**src/rtl/cga_pixel_serializer_pkg.sv**
```systemverilog
// Shared types and constants for the CGA pixel serializer: display modes,
// fetch-buffer record layout and slot/step sizing.
package cga_pixel_serializer_pkg;

  localparam int SLOTS_NARROW = 8;
  localparam int SLOTS_WIDE   = 16;
  localparam int CNT_W        = 5;
  localparam int STEP_1BPP    = 1;
  localparam int STEP_2BPP    = 2;
  localparam int FONT_LAT_MIN = 1;
  localparam int FONT_LAT_MAX = 2;

  typedef enum logic [1:0] {
    MODE_TEXT80 = 2'd0,
    MODE_TEXT40 = 2'd1,
    MODE_GFX320 = 2'd2,
    MODE_GFX640 = 2'd3
  } pix_mode_e;

  typedef struct packed {
    logic [15:0] vram;
    logic        grph;
    logic        mode_640;
    logic        hires;
    logic        de;
    logic        hs;
    logic        vs;
    logic        cur;
  } fetch_t;

  localparam int FETCH_W = $bits(fetch_t);

  function automatic pix_mode_e decode_mode(input logic grph, input logic m640,
                                            input logic hires);
    if (grph) return m640 ? MODE_GFX640 : MODE_GFX320;
    return hires ? MODE_TEXT80 : MODE_TEXT40;
  endfunction

  function automatic logic [CNT_W-1:0] slots_per_char(input pix_mode_e m);
    return (m == MODE_TEXT80) ? CNT_W'(SLOTS_NARROW) : CNT_W'(SLOTS_WIDE);
  endfunction

endpackage

```
**src/rtl/cga_pixel_serializer_fetch_buf.sv**
```systemverilog
// Fetch buffer: captures the VRAM word, mode and sideband at a load edge,
// drives the font ROM address and grabs font data after the ROM latency.
module cga_pixel_serializer_fetch_buf
  import cga_pixel_serializer_pkg::*;
#(
  parameter int ROW_BITS     = 3,
  parameter int FONT_LATENCY = 1
) (
  input  logic                  clk,
  input  logic                  reset,
  input  logic                  load_i,
  input  logic [FETCH_W-1:0]    fetch_i,
  input  logic [7:0]            char_i,
  input  logic [ROW_BITS-1:0]   row_addr_i,
  input  logic [7:0]            font_data_i,
  output logic [FETCH_W-1:0]    fetch_o,
  output logic [7:0]            font_o,
  output logic [8+ROW_BITS-1:0] font_addr_o
);

  // Out-of-range latencies are clamped to the supported window.
  localparam int LAT = (FONT_LATENCY < FONT_LAT_MIN) ? FONT_LAT_MIN :
                       (FONT_LATENCY > FONT_LAT_MAX) ? FONT_LAT_MAX : FONT_LATENCY;

  logic [LAT-1:0]          pend_q, pend_d;
  logic [FETCH_W-1:0]      fetch_q;
  logic [7:0]              font_q;
  logic [8+ROW_BITS-1:0]   font_addr_q;
  logic                    capture;

  assign pend_d  = LAT'({pend_q, load_i});
  assign capture = pend_q[LAT-1];

  always_ff @(posedge clk) begin
    if (reset) begin
      pend_q      <= '0;
      fetch_q     <= '0;
      font_q      <= '0;
      font_addr_q <= '0;
    end else begin
      pend_q <= pend_d;
      if (load_i) begin
        fetch_q     <= fetch_i;
        font_addr_q <= {char_i, row_addr_i};
      end
      if (capture) font_q <= font_data_i;
    end
  end

  // Bypass so a load landing on the capture edge still sees the fresh glyph.
  assign font_o      = capture ? font_data_i : font_q;
  assign fetch_o     = fetch_q;
  assign font_addr_o = font_addr_q;

endmodule

```
**src/rtl/cga_pixel_serializer.sv**
```systemverilog
// CGA pixel serializer: shifts text glyphs or graphics words out MSB-first,
// one character behind the fetch, with attribute and sideband kept aligned.
module cga_pixel_serializer
  import cga_pixel_serializer_pkg::*;
#(
  parameter int ROW_BITS     = 3,
  parameter int FONT_LATENCY = 1
) (
  input  logic                  clk,
  input  logic                  reset,
  input  logic                  pix_en,
  input  logic                  char_load,
  input  logic [15:0]           vram_data,
  input  logic [ROW_BITS-1:0]   row_addr,
  input  logic                  grph_mode,
  input  logic                  mode_640,
  input  logic                  hires_text,
  input  logic                  display_enable_in,
  input  logic                  hsync_in,
  input  logic                  vsync_in,
  input  logic                  cursor_in,
  input  logic [7:0]            font_data,
  output logic [8+ROW_BITS-1:0] font_addr,
  output logic [7:0]            att_byte,
  output logic                  pix_in,
  output logic                  c0,
  output logic                  c1,
  output logic                  pix_640,
  output logic                  display_enable,
  output logic                  hsync,
  output logic                  vsync,
  output logic                  cursor
);

  logic               load;
  fetch_t             fetch_in, prev;
  logic [FETCH_W-1:0] prev_bits;
  logic [7:0]         prev_font;

  logic [15:0]        sr_q, sr_d;
  pix_mode_e          mode_q, mode_d;
  logic [CNT_W-1:0]   cnt_q, cnt_d;
  logic [7:0]         att_q, att_d;
  logic [3:0]         sb_q, sb_d;

  assign load     = char_load & pix_en;
  assign fetch_in = '{vram: vram_data, grph: grph_mode, mode_640: mode_640,
                      hires: hires_text, de: display_enable_in, hs: hsync_in,
                      vs: vsync_in, cur: cursor_in};

  cga_pixel_serializer_fetch_buf #(
    .ROW_BITS     (ROW_BITS),
    .FONT_LATENCY (FONT_LATENCY)
  ) u_fetch_buf (
    .clk         (clk),
    .reset       (reset),
    .load_i      (load),
    .fetch_i     (fetch_in),
    .char_i      (vram_data[7:0]),
    .row_addr_i  (row_addr),
    .font_data_i (font_data),
    .fetch_o     (prev_bits),
    .font_o      (prev_font),
    .font_addr_o (font_addr)
  );

  assign prev = fetch_t'(prev_bits);

  always_comb begin
    sr_d   = sr_q;
    mode_d = mode_q;
    cnt_d  = cnt_q;
    att_d  = att_q;
    sb_d   = sb_q;
    if (load) begin
      mode_d = decode_mode(prev.grph, prev.mode_640, prev.hires);
      if (prev.grph) begin
        sr_d  = {prev.vram[7:0], prev.vram[15:8]};
        att_d = 8'h00;
      end else begin
        sr_d  = {prev_font, 8'h00};
        att_d = prev.vram[15:8];
      end
      cnt_d = '0;
      sb_d  = {prev.de, prev.hs, prev.vs, prev.cur};
    end else if (pix_en && (cnt_q < slots_per_char(mode_q))) begin
      // Wide modes advance on the second slot of each pixel.
      cnt_d = cnt_q + 1'b1;
      unique case (mode_q)
        MODE_TEXT80, MODE_GFX640: sr_d = sr_q << STEP_1BPP;
        MODE_TEXT40:              if (cnt_q[0]) sr_d = sr_q << STEP_1BPP;
        default:                  if (cnt_q[0]) sr_d = sr_q << STEP_2BPP;
      endcase
    end
  end

  always_ff @(posedge clk) begin
    if (reset) begin
      sr_q   <= '0;
      mode_q <= MODE_TEXT80;
      cnt_q  <= '0;
      att_q  <= '0;
      sb_q   <= '0;
    end else begin
      sr_q   <= sr_d;
      mode_q <= mode_d;
      cnt_q  <= cnt_d;
      att_q  <= att_d;
      sb_q   <= sb_d;
    end
  end

  assign pix_in   = ((mode_q == MODE_TEXT80) || (mode_q == MODE_TEXT40)) & sr_q[15];
  assign c1       = (mode_q == MODE_GFX320) & sr_q[15];
  assign c0       = (mode_q == MODE_GFX320) & sr_q[14];
  assign pix_640  = (mode_q == MODE_GFX640) & sr_q[15];
  assign att_byte = att_q;
  assign {display_enable, hsync, vsync, cursor} = sb_q;

endmodule

```
**config.mk**
```make
export PLATFORM = sky130hd
export DESIGN_NAME = cga_pixel_serializer
export DESIGN_NICKNAME = d
export VERILOG_FILES = /design/src/rtl/cga_pixel_serializer_pkg.sv /design/src/rtl/cga_pixel_serializer_fetch_buf.sv /design/src/rtl/cga_pixel_serializer.sv
export SDC_FILE = /design/constraint.sdc
export NUM_CORES = 1
export LEC_CHECK = 0
export BUFFER_PORTS_ARGS = -buffer_cell sky130_fd_sc_hd__buf_2
export CORE_MARGIN = 2
export CORE_UTILIZATION = 45
export DETAILED_ROUTE_END_ITERATION = 16
export PLACE_DENSITY = 0.72
export SETUP_SLACK_MARGIN = 0.05
export SLEW_MARGIN = 25
export SYNTH_ARGS = -nofsm -noshare
export SYNTH_HDL_FRONTEND = slang
export SYNTH_SLANG_ARGS = --single-unit
export TNS_END_PERCENT = 10
```
**constraint.sdc**
```tcl
create_clock -name clk -period 2.7 [get_ports clk]
set_input_delay 0.135 -clock clk [delete_from_list [all_inputs] [get_ports clk]]
set_output_delay 0.135 -clock clk [all_outputs]
set_load 0.02 [all_outputs]
```
==> flow_summary.ini, run 1 <==
[outcome]
status = finished, final reports clean

[worst_setup_path]
cp_top_family = compound AO/OA/AOI/OAI gates
cp_slowest_stage_delay_ps = 410
critPathMaxFanout = 9
cp_num_buf_inv = 2
cp.required_ps = 2950
r2r-end = sr_q[14]$_SDFFE_PP0P_
slowest_stage = dfxtp_1
ff2ff_path_depth = 7
startpoint_type = flop
reg2reg_slack_ps = 430
crit_cells = 7
cp-end-kind = flop
r2r_start = mode_q[1]$_SDFFE_PP0P_
path_class = reg2reg
path_cells = inv_1 > ha_1 > ha_1 > inv_1 > o211ai_2 > nand2_1 > a211oi_1
crit_arrival_ps = 2520

[hold_path]
hp-class = in2reg
hold_path_end = u_fetch_buf.font_addr_o[5]$_SDFFE_PP0P_
hold_depth = 3
min-delay-start = vram_data[2]

[die]
start_util_pct = 46.7
fp.dieH_microns = 88.2
dieArea_sq_um = 7780
io_pins = 65
core-area_sq_um = 6830
rows = 30
die_w_microns = 88.2

[sta]
clock_skew_ps = 6.53
hold_viol_final = 0
final.min_clock_period_ps = 2270
setup_viol = 0
max_freq_ghz = 0.441
max_slew_margin_pct = 41.7
setup_ws_ps = 431
drv_slew = 0
finalCritPeriodShare_pct = 84.0
rsz0062_at_grt = false
fin_tns_setup_ps = 0
worst_pin_slew_ps = 875

[power_and_ir_drop]
irDropWorstVdd_mv = 0.391
p_leak_uw = 0.00147
powerDensity_nw_per_um2 = 623

[logic_synthesis]
seq_area_frac_synth_pct = 43.9
yosysUniqueCellTypes = 34
syn-cell-area_sq_um = 3190
netlist_instances = 380
ys_ff_latch = 70
syn-mean-instance-area_sq_um = 8.39
synth_nets = 425
ys_warn_count = 0

[drt]
dr.pass1.iters = 4
drt_iter0_markers = 148
ant_nets = 0
drt_wl_total_microns = 6990
routed_via_density = 5.25
drc = 0
vias = 2752
wire_per_inst_microns = 13.3

[clocking]
cts_buffer_depth = 2
numCtsBuffers = 9
cts.htree.levels = 3
cts_tree = done
postCtsSetupBuffers = 0
path_clk_slew_ps = 70
root_buffer = clkbuf_8
hold_buffers = 0
clk_latency_ps = 340
cts_resized = 0
cts.sinks = 70

[cells_and_area]
stdcell_area_sq_um = 3680
instances_no_fill = 524
fin_util_pct = 53.9
antenna_cells = 0
mostFrequentLayoutCells = 70 x dfxtp_1, 67 x nand2_1, 64 x buf_2, 48 x a21oi_1, 19 x nor2_1
syn_to_final_growth_pct = 15.5
mostFrequentLayoutCell = dfxtp_1
layout-drive-gt1-share_pct = 21.0
nets = 468

[global_routing]
grt_pass1_wl_microns = 11500
antenna_found_initial = 0
grt_usage_pct = 18.8
grt_max_degree = 45
overflow = 0
grt_pass1_vias = 2566

[placement]
detailed_place.area_sq_um = 3470
port_buffers = 64
placed_cells = 508
preCtsSetupSlack_ps = 462
post-dp-hpwl_microns = 4760
gp_congestion = 0.896

[job]
drv_cap = 0
stage by stage:
stage | hold slack [ps] | power, uW
2_1_floorplan | 271 | 1330
3_3_place_gp | 376 | 1390
3_5_place_dp | 382 | 1400
4_1_cts | 13.9 | 2320
5_1_grt | 23.8 | 2390
6_report | 27.5 | 2300
sequential cells by signal, indices dropped and copies added, names as in the netlist, 2 cells and up:
name	count
cnt_q	5
sr_q	16
mode_q	2
att_byte	8
u_fetch_buf.font_q	8
u_fetch_buf.font_addr_o	10
u_fetch_buf.fetch_o	16
sb_q	4
cell families (layout without fill, tap and decap cells):
logic type               count (synthesis)  after routing  synth area share (%)
XOR/XNOR                                 3              3                 0.824
adder cells (fa/ha/maj)                  7              7                  2.75
buffers and inverters                   43             91                  7.22
multiplexers                            15             15                  4.71
AND/OR/NAND/NOR                        147            147                  21.7
AO/OA/AOI/OAI                           95             95                  18.8
flip-flops                              70             70                  43.9
layer usage:
metal | wire length (microns) | part of all wire (%) | up-vias | track usage [%]
met5 | 0 | 0 | - | 0
met3 | 311 | 4.5 | 11 | 4.43
met4 | 123 | 1.8 | 0 | 8.13
met1 | 3240 | 46 | 1291 | 23.8
met2 | 3310 | 47 | 60 | 30.8
li1 | - | - | 1390 | -
worst min-delay path, delay by kind of cell:
family | cells | cell delay, ps
AOI/OAI and AO/OA | 1 | 50
buffers and inverters | 1 | 90
and+or+nand+nor | 1 | 40
synthesized netlist by cell type:
| cell | instances | area, sq um |
|---|---|---|
| o211ai_2 | 1 | 12.5 |
| nor2b_1 | 14 | 87.6 |
| and2_1 | 3 | 18.8 |
| nand3_1 | 9 | 45.0 |
| nand2b_1 | 2 | 12.5 |
| nand4_1 | 6 | 37.5 |
| xnor2_1 | 3 | 26.3 |
| o21a_1 | 2 | 15.0 |
| nor2_1 | 19 | 71.3 |
| o211a_1 | 1 | 10.0 |
| a221o_1 | 7 | 70.1 |
| nand3b_1 | 2 | 15.0 |
| nor3_1 | 12 | 60.1 |
| clkbuf_1 | 14 | 52.6 |
| dfxtp_1 | 70 | 1400 |
| and2_4 | 1 | 8.76 |
| a21oi_1 | 48 | 240 |
| o21ai_0 | 14 | 70.1 |
| o2bb2ai_1 | 1 | 8.76 |
| ha_1 | 7 | 87.6 |
| a2111oi_2 | 2 | 30.0 |
| nor3b_1 | 7 | 52.6 |
| inv_1 | 4 | 15.0 |
| buf_6 | 3 | 33.8 |
| buf_1 | 3 | 11.3 |
| buf_4 | 9 | 67.6 |
| o21bai_1 | 1 | 7.51 |
| and3_1 | 1 | 6.26 |
| and2b_1 | 3 | 22.5 |
| nand2_1 | 68 | 255 |
| mux2i_1 | 15 | 150 |
| a311oi_1 | 1 | 8.76 |
| buf_2 | 10 | 50.1 |
| a211oi_1 | 17 | 128 |
power breakdown:
group	switching [uW]	internal [uW]
registers	36.1	1080
logic	155	106
clock network	379	543
how the worst max path moves through the flow:
stage	from	end	slack [ps]
after floorplan	mode_q[0]$_SDFFE_PP0P_	sr_q[1]$_SDFFE_PP0P_	820
after global placement	mode_q[0]$_SDFFE_PP0P_	sr_q[1]$_SDFFE_PP0P_	600
after detailed placement	mode_q[1]$_SDFFE_PP0P_	sr_q[13]$_SDFFE_PP0P_	460
after CTS	mode_q[1]$_SDFFE_PP0P_	sr_q[13]$_SDFFE_PP0P_	440
after global routing	mode_q[0]$_SDFFE_PP0P_	sr_q[1]$_SDFFE_PP0P_	270
final	mode_q[1]$_SDFFE_PP0P_	sr_q[14]$_SDFFE_PP0P_	430
area by class of cell:
type,instances,area [sq um]
timing repair buffer,71,373
clock buffer,12,145
clock inverter,4,70.1
multi-input combinational,267,1560
inverter,4,15.0
sequential,70,1400
tap,96,120
fill,685,3150
Note: power is estimated with default switching activity, not from simulation.
==> run 2: changes to the inputs <==
- PLACE_DENSITY: 0.72 -> 0.74
- clock period: 2.7 -> 2 ns (I/O delays scaled with it)
==> flow_summary.ini, run 2 (synthesized netlist as in run 1, its figures left out) <==
[job]
drv_cap = 0

[sta]
max_freq_ghz = 0.544
hold_viol_final = 0
max_slew_margin_pct = 64.2
drv_slew = 0
worst_pin_slew_ps = 534
finalCritPeriodShare_pct = 91.9
final.min_clock_period_ps = 1840
fin_tns_setup_ps = 0
clock_skew_ps = 10.1
rsz0062_at_grt = false
setup_viol = 0

[clocking]
postCtsSetupBuffers = 0
cts.htree.levels = 3
clk_latency_ps = 350
cts_tree = done
numCtsBuffers = 9
root_buffer = clkbuf_8
path_clk_slew_ps = 80
cts.sinks = 70
cts_buffer_depth = 2

[cells_and_area]
antenna_cells = 0
layout-drive-gt1-share_pct = 23.4
mostFrequentLayoutCell = dfxtp_1
syn_to_final_growth_pct = 27.4
stdcell_area_sq_um = 4060
mostFrequentLayoutCells = 69 x dfxtp_1, 66 x nand2_1, 64 x buf_2, 47 x a21oi_1, 26 x dlygate4sd3_1
nets = 498

[global_routing]
antenna_found_initial = 0
overflow = 0
grt_pass1_vias = 2854
grt_usage_pct = 20.4
grt_max_degree = 50
grt_pass1_wl_microns = 12500

[die]
die_w_microns = 88.2
core-area_sq_um = 6830
rows = 30
dieArea_sq_um = 7780
io_pins = 65
fp.dieH_microns = 88.2
start_util_pct = 46.7

[worst_setup_path]
crit_arrival_ps = 2120
reg2reg_slack_ps = 160
critPathMaxFanout = 7
startpoint_type = flop
cp.required_ps = 2280
cp-end-kind = flop
path_class = reg2reg

[drt]
drt_iter0_markers = 167
drt_wl_total_microns = 7600
ant_nets = 0
routed_via_density = 5.22
vias = 2893
drc = 0
wire_per_inst_microns = 13.7
dr.pass1.iters = 4

[placement]
gp_congestion = 0.774
port_buffers = 64
detailed_place.area_sq_um = 3500
post-dp-hpwl_microns = 4860

[power_and_ir_drop]
powerDensity_nw_per_um2 = 778
p_leak_uw = 0.00159
power_uw = 3160
irDropWorstVdd_mv = 0.516

[outcome]
status = finished, final reports clean

[hold_path]
hp-class = in2reg
## run 2: cell count changes in the layout (fill, tap and decap cells not counted), sizes merged
cell,change
clkinvlp,+2
buf,+3
o211a,+1
clkinv,-1
bufinv,-1
dlygate4sd3,+26
## run 2: where the power goes
part	internal, uW	switching (uW)
Sequential	1450	44.9
Combinational	198	244
Clock	680	541
## run 2: final cells by class
class,count,area [sq um]
clock inverter,4,53.8
sequential,70,1400
timing repair buffer,100,672
fill,619,2770
tap,96,120
inverter,4,15.0
clock buffer,12,165
multi-input combinational,268,1640
## run 2: final timing paths
| kind | end | start | cells past startpoint |
|---|---|---|---|
| setup reg to reg | sr_q[2]$_SDFFE_PP0P_ | mode_q[0]$_SDFFE_PP0P_ | 7 |
| hold reg to reg | sb_q[3]$_SDFFE_PP0P_ | u_fetch_buf.fetch_o[3]$_SDFFE_PP0P_ | 2 |
| setup / recovery | sr_q[2]$_SDFFE_PP0P_ | mode_q[0]$_SDFFE_PP0P_ | 7 |
| hold / removal | u_fetch_buf.font_q[4]$_SDFF_PP0_ | font_data[4] | 3 |
## run 2: layer usage
layer	part of all wire, %	vias up	global-route usage (%)
met5	0	-	0
met4	1.4	0	5.10
met3	5.2	13	6.79
met2	49	74	34.9
met1	44	1347	24.8
li1	-	1459	-
## run 2: timing repair
item	CTS	global route
hold endpoints to repair	26	0
gates cloned	0	1
setup endpoints to repair	14	21
resized for setup	2	15
pin swaps	0	1
hold buffers	26	0
## run 2: metrics by stage
step	hold WS (ps)	std cells	utilization [%]	setup WS, ps
after floorplan	236	380	-	117
after CTS	5.73	553	58.4	68.2
final	6.94	554	59.5	162
after global placement	340	511	51.3	123
after global routing	18.3	554	59.5	67.1
after detailed placement	346	511	51.3	6.14
## run 2: critical path, cell delays in order, from the launching register on
cell and delay [ps]:
dfxtp_1 360, inv_1 110, ha_2 220, ha_1 210, and2b_2 290, o211a_2 300, o21ai_0 110, a21oi_1 160
